===== src/rtl/lim_counter.sv =====
// rtl/lim_counter.sv - cascaded modulo-L digit counter with load, terminal count and wrap pulse
// Optional down counting (port up) is enabled by defining LIM_COUNTER_DOWN_EN.
module lim_counter #(
  parameter int L      = 10,
  parameter int DIGITS = 4,
  parameter int N      = $clog2(L)
) (
  input  logic                clk,
  input  logic                reset_n,
  input  logic                en,
`ifdef LIM_COUNTER_DOWN_EN
  input  logic                up,
`endif
  input  logic                load,
  input  logic [DIGITS*N-1:0] load_val,
  output logic [DIGITS*N-1:0] count,
  output logic                tc,
  output logic                wrap
);

  localparam logic [N:0] LIM  = (N+1)'(L);
  localparam logic [N:0] LAST = (N+1)'(L - 1);
  localparam logic [N:0] ONE  = (N+1)'(1);

  logic                dir_up;
  logic [DIGITS:0]     carry;
  logic [DIGITS*N-1:0] step_val;
  logic [DIGITS*N-1:0] sat_val;

`ifdef LIM_COUNTER_DOWN_EN
  assign dir_up = up;
`else
  assign dir_up = 1'b1;
`endif

  // carry[i] means every digit below i sits at its terminal value for this direction
  assign carry[0] = 1'b1;

  for (genvar g = 0; g < DIGITS; g++) begin : g_digit
    logic [N-1:0] cur;
    logic [N-1:0] lv;
    logic [N:0]   cur_x;
    logic [N:0]   lv_x;
    logic [N:0]   nxt;
    logic         at_edge;
    logic         unused_msb;

    assign cur     = count[g*N +: N];
    assign lv      = load_val[g*N +: N];
    assign cur_x   = {1'b0, cur};
    assign lv_x    = {1'b0, lv};
    assign at_edge = dir_up ? (cur_x == LAST) : (cur_x == '0);
    assign carry[g+1] = carry[g] & at_edge;

    always_comb begin
      nxt = cur_x;
      if (carry[g]) begin
        if (at_edge)     nxt = dir_up ? '0 : LAST;
        else if (dir_up) nxt = cur_x + ONE;
        else             nxt = cur_x - ONE;
      end
    end

    assign unused_msb          = nxt[N];
    assign step_val[g*N +: N]  = nxt[N-1:0];
    // out-of-range load digits are forced to zero so count never holds a digit >= L
    assign sat_val[g*N +: N]   = (lv_x >= LIM) ? '0 : lv;
  end

  assign tc = en & ~load & carry[DIGITS];

  always_ff @(posedge clk or negedge reset_n) begin
    if (!reset_n) begin
      count <= '0;
      wrap  <= 1'b0;
    end else begin
      wrap <= tc;
      if (load)    count <= sat_val;
      else if (en) count <= step_val;
    end
  end

endmodule


===== config.mk =====
export PLATFORM = sky130hd
export DESIGN_NAME = lim_counter
export DESIGN_NICKNAME = d
export VERILOG_FILES = /design/src/rtl/lim_counter.sv
export SDC_FILE = /design/constraint.sdc
export NUM_CORES = 1
export LEC_CHECK = 0
export CAP_MARGIN = 20
export CORE_MARGIN = 2
export CORE_UTILIZATION = 61
export CTS_CLUSTER_DIAMETER = 50
export DETAILED_ROUTE_END_ITERATION = 8
export DONT_BUFFER_PORTS = 1
export PLACE_DENSITY = 0.77
export SETUP_SLACK_MARGIN = 0.02
export SLEW_MARGIN = 5
export SYNTH_ARGS = -nofsm -noshare
export SYNTH_HDL_FRONTEND = slang
export SYNTH_SLANG_ARGS = --single-unit

===== constraint.sdc =====
create_clock -name clk -period 1.88 [get_ports clk]
set_input_delay 0.282 -clock clk [delete_from_list [all_inputs] [get_ports clk]]
set_output_delay 0.282 -clock clk [all_outputs]
set_load 0.02 [all_outputs]

# Word-level counts from Yosys, hierarchy flattened
# Cells that the tools add are included.
op_classes:
  add_sub_neg: 4
  magnitude_cmp: 4
  n_eq_ne: 4
  muxes: 13
  bitwise_logic: 6
  n_reduce_logical: 7
ops:
  columns: ["cell", "count"]
  rows:
  - ["2-to-1 mux 4 bit", 11]
  - ["2-to-1 mux 16 bit", 2]
  - ["adder 4 x 1 -> 4 bit (second input constant)", 4]
  - ["== test 4 bit (second input constant)", 4]
  - ["greater-or-equal comparator 4 bit (second input constant)", 4]
  - ["nonzero test 2 bit", 4]
  - ["AND reduction 2 bit", 3]
  - ["bitwise AND 1 bit", 5]
  - ["NOT 1 bit", 1]
word_totals:
  reg_bits: 17
  input_bits: 20
  output_inout_bits: 18

# Depth between registers and ports, before layout
logic_depth:
  ltp_word: 6
  depth_mapped: 6
  mapped_depth_nobuf: 4

# Worst setup path after synthesis
# No wires, ideal clock.
synth_path:
  path_type: "register to output"
  from: "register count[5]"
  to: "output tc"
  arrival_ns: 1.539
  required_time_ns: 1.598
  slack_ns: 0.059
  path_stages_with_launch: 4
  path_cell_list: "dfrtp_1 -> and4bb_4 -> nand4_1 -> nor3_1"
synth_via:
  elab_chain_cells: 5
synth_rtl:
  columns: ["item", "line_no", "text"]
  rows:
  - ["from (decl)", "16", "output logic [DIGITS*N-1:0] count,"]
  - ["from (signal assigned)", "78", "if (load) count <= sat_val;"]
  - ["from (signal assigned)", "79", "else if (en) count <= step_val;"]
  - ["== test 4 bit", "52", "assign at_edge = dir_up ? (cur_x == LAST) : (cur_x == '0);"]
  - ["bitwise AND 1 bit (3 in series)", "53", "assign carry[g+1] = carry[g] & at_edge;"]
  - ["bitwise AND 1 bit", "70", "assign tc = en & ~load & carry[DIGITS];"]
  - ["to (decl)", "17", "output logic tc,"]
# Every way passes these cells.

# Final worst setup path
# Same ends and word-level chain as after synthesis.

==> flow_summary.toml <==
[outcome]
status = "finished, final reports clean"

[route]
dr_wl_met2_mm = 1.42
num_vias = 1069
ant_nets = 0
via_per_inst = 6.25
post-route-drc-count = 0
routed_wl_mm = 2.80
wirelength_met1_mm = 1.12
routedWlPerCell_um = 16.4
drt_iter0_drc = 27
maxUsedRoutingLayer = "met4"
route.met3.wl_um = 187
dr.pass1.iters = 4

[placement]
dp_cells = 160
hpwlAfterDp_mm = 1.92
gp_congestion = 0.822
port_buffers = 0

[logic_synthesis]
syn_area_mm2 = 0.00113
syn_nets = 148
ys_warn_count = 0
syn-instance-count = 128
ys_seq_area_share_pct = 37.7
synth.distinct_cells = 41
synth-seq-cells = 17
syn_area_per_cell_um2 = 8.81

[timing]
finalHoldViolCount = 0
clock.fmax_mhz = 536
setup_violations = 0
fin_crit_sh_pct = 99.2
fin_worst_skew_ps = 0.701
fin_crit_ps = 1870
slew-limit-headroom_pct = 48.4
slew_viol_final = 0
worstMarginPinSlew_ps = 771
rsz0062_at_grt = "true"

[critical_path]
critPathLaunchType = "flop"
critical_path.max_fanout = 3
worstPathArrival_ps = 1580
worstSetupPathType = "reg2out"
worstPathRequired_ps = 1600
worstSetupEndpointType = "primary output"

[cells_and_area]
final_common_cell = "buf_4"
syn_to_final_growth_pct = 16.6
drive_above_1_share_pct = 21.2
final_cell_mix = "19 x buf_4, 16 x dfrtp_1, 14 x o21ai_0, 10 x a21oi_1, 10 x nand2_1"
fillers = 125
finalCoreUtilization_pct = 76.2
finalNetCount = 167
stdcell_count = 171
antenna_cells = 0

[grt]
grt_max_degree = 29
grt_util_all_layers_pct = 25.2
grt_overflow = 0
antenna_found_initial = 0
grt_pass1_wl_mm = 3.94
grt_pass1_vias = 985

[clock_network]
htreeDepth = 1
cts_buffer_depth = 2
cts_tree = "done"
clk_latency_ps = 300
cts_buffers = 3
cts.sinks = 17
cts-root-buf = "clkbuf_4"
path_clk_slew_ps = 110

[floorplan]
io_pins = 38
start_util_pct = 65.3
row_count = 15
dieArea_mm2 = 0.00221
core-area_mm2 = 0.00173
die_w_um = 47.0
die_y_um = 47.0

[power_and_ir_drop]
leakage_nw = 0.549
p_per_area_mw_per_mm2 = 691
ir_drop_v = 0.000429

[job]
drv_cap = 0

[hold_path]
hp-class = "in2reg"
report_power, final:
| group | switching (W) | leakage, nW | internal (W) |
|---|---|---|---|
| combinational | 0.000149 | 0.316 | 0.000110 |
| clock | 0.000128 | 0.0177 | 0.0000794 |
| sequential | 0.0000429 | 0.215 | 0.000399 |
stage by stage:
| step | total power [W] | area (um2) | hold WS [ps] | setup TNS [ps] | setup WS, ps |
|---|---|---|---|---|---|
| after floorplan | 0.000616 | 1130 | -13.6 | 0 | 58.9 |
| after global placement | 0.000671 | 1220 | -13.2 | 0 | 262 |
| after detailed placement | 0.000681 | 1220 | -13.2 | 0 | 231 |
| after CTS | 0.000891 | 1260 | 53.2 | 0 | 41.4 |
| after global routing | 0.000962 | 1320 | 41.4 | -39.5 | -39.5 |
| final | 0.000908 | 1320 | 54.0 | 0 | 14.4 |
flip-flops by register name (all words and copies together) (netlist names):
| signal | flops |
|---|---|
| count | 16 |
| wrap | 1 |
final cells by class:
| type | instances | area, um2 | area share [%] |
|---|---|---|---|
| Clock buffer | 3 | 22.5 | 1.71 |
| Clock inverter | 1 | 5.00 | 0.381 |
| Inverter | 8 | 30.0 | 2.28 |
| Multi-Input combinational cell | 97 | 647 | 49.2 |
| Sequential cell | 17 | 427 | 32.4 |
| Tap cell | 25 | 31.3 | 2.38 |
| Timing Repair Buffer | 20 | 153 | 11.6 |
logic make-up after synthesis:
logic type | count (synthesis) | share of synthesized area [%]
multiplexers | 3 | 2.66
flip-flops | 17 | 37.7
buffers and inverters | 14 | 6.10
AND/OR/NAND/NOR | 49 | 27.9
AO/OA/AOI/OAI | 39 | 21.0
XOR/XNOR | 6 | 4.66
timing repair:
action	4_1_cts	5_1_grt
endpoints found under the hold margin	17	0
pin swaps	1	3
endpoints found under the setup margin	1	1
hold buffers	1	0
buffers inserted	0	6
gates resized for setup	3	2
synth_stat cells:
master,number,area (um2)
a211oi_1,1,7.51
a21oi_1,10,50.1
a221oi_1,1,8.76
a22oi_1,1,7.51
a311oi_1,1,8.76
a31o_1,1,8.76
a31oi_1,3,18.8
a32o_1,1,10.0
a32oi_1,1,8.76
and2_1,1,6.26
and3b_1,2,17.5
and4_4,1,11.3
and4bb_2,1,12.5
and4bb_4,1,16.3
buf_1,1,3.75
buf_2,1,5.00
buf_6,2,22.5
clkbuf_1,2,7.51
clkinv_1,1,3.75
dfrtp_1,17,425
inv_1,7,26.3
mux2i_1,3,30.0
nand2_1,10,37.5
nand2b_1,2,12.5
nand3_1,5,25.0
nand3b_1,5,37.5
nand4_1,3,18.8
nand4_4,1,21.3
nand4b_1,1,8.76
nand4bb_1,1,11.3
nor2_1,6,22.5
nor2b_1,3,18.8
nor3_1,4,20.0
nor4bb_1,1,10.0
o2111ai_1,1,8.76
o211ai_1,1,7.51
o21ai_0,14,70.1
o22ai_1,2,12.5
o32ai_1,1,8.76
or3_1,1,6.26
xnor2_1,6,52.6
critical path, cell delays in order (launching register included):
cell	delay (ps)
dfrtp_1	390
and4bb_4	350
nand4_1	160
nor3_2	210
buf_4	170
path summary, 6_finish.rpt:
| kind | slack (ps) | depth (start not counted) | to | from |
|---|---|---|---|---|
| max in group asynchronous | 860 | 1 | count[2] | reset_n |
| min in group asynchronous | 490 | 1 | count[7] | reset_n |
| max | 10 | 4 | tc | count[5] |
| max reg2reg | 250 | 6 | count[15] | count[5] |
| min | 50 | 1 | count[2] | load |
| min reg2reg | 730 | 3 | count[11] | count[9] |
metal layers:
layer	global-route usage (%)	vias to the layer above
li1	-	509
met4	14.4	0
met5	0	-
met2	42.2	43
met3	6.15	6
met1	29.3	511
No activity file was read; power rests on OpenSTA's default activity.
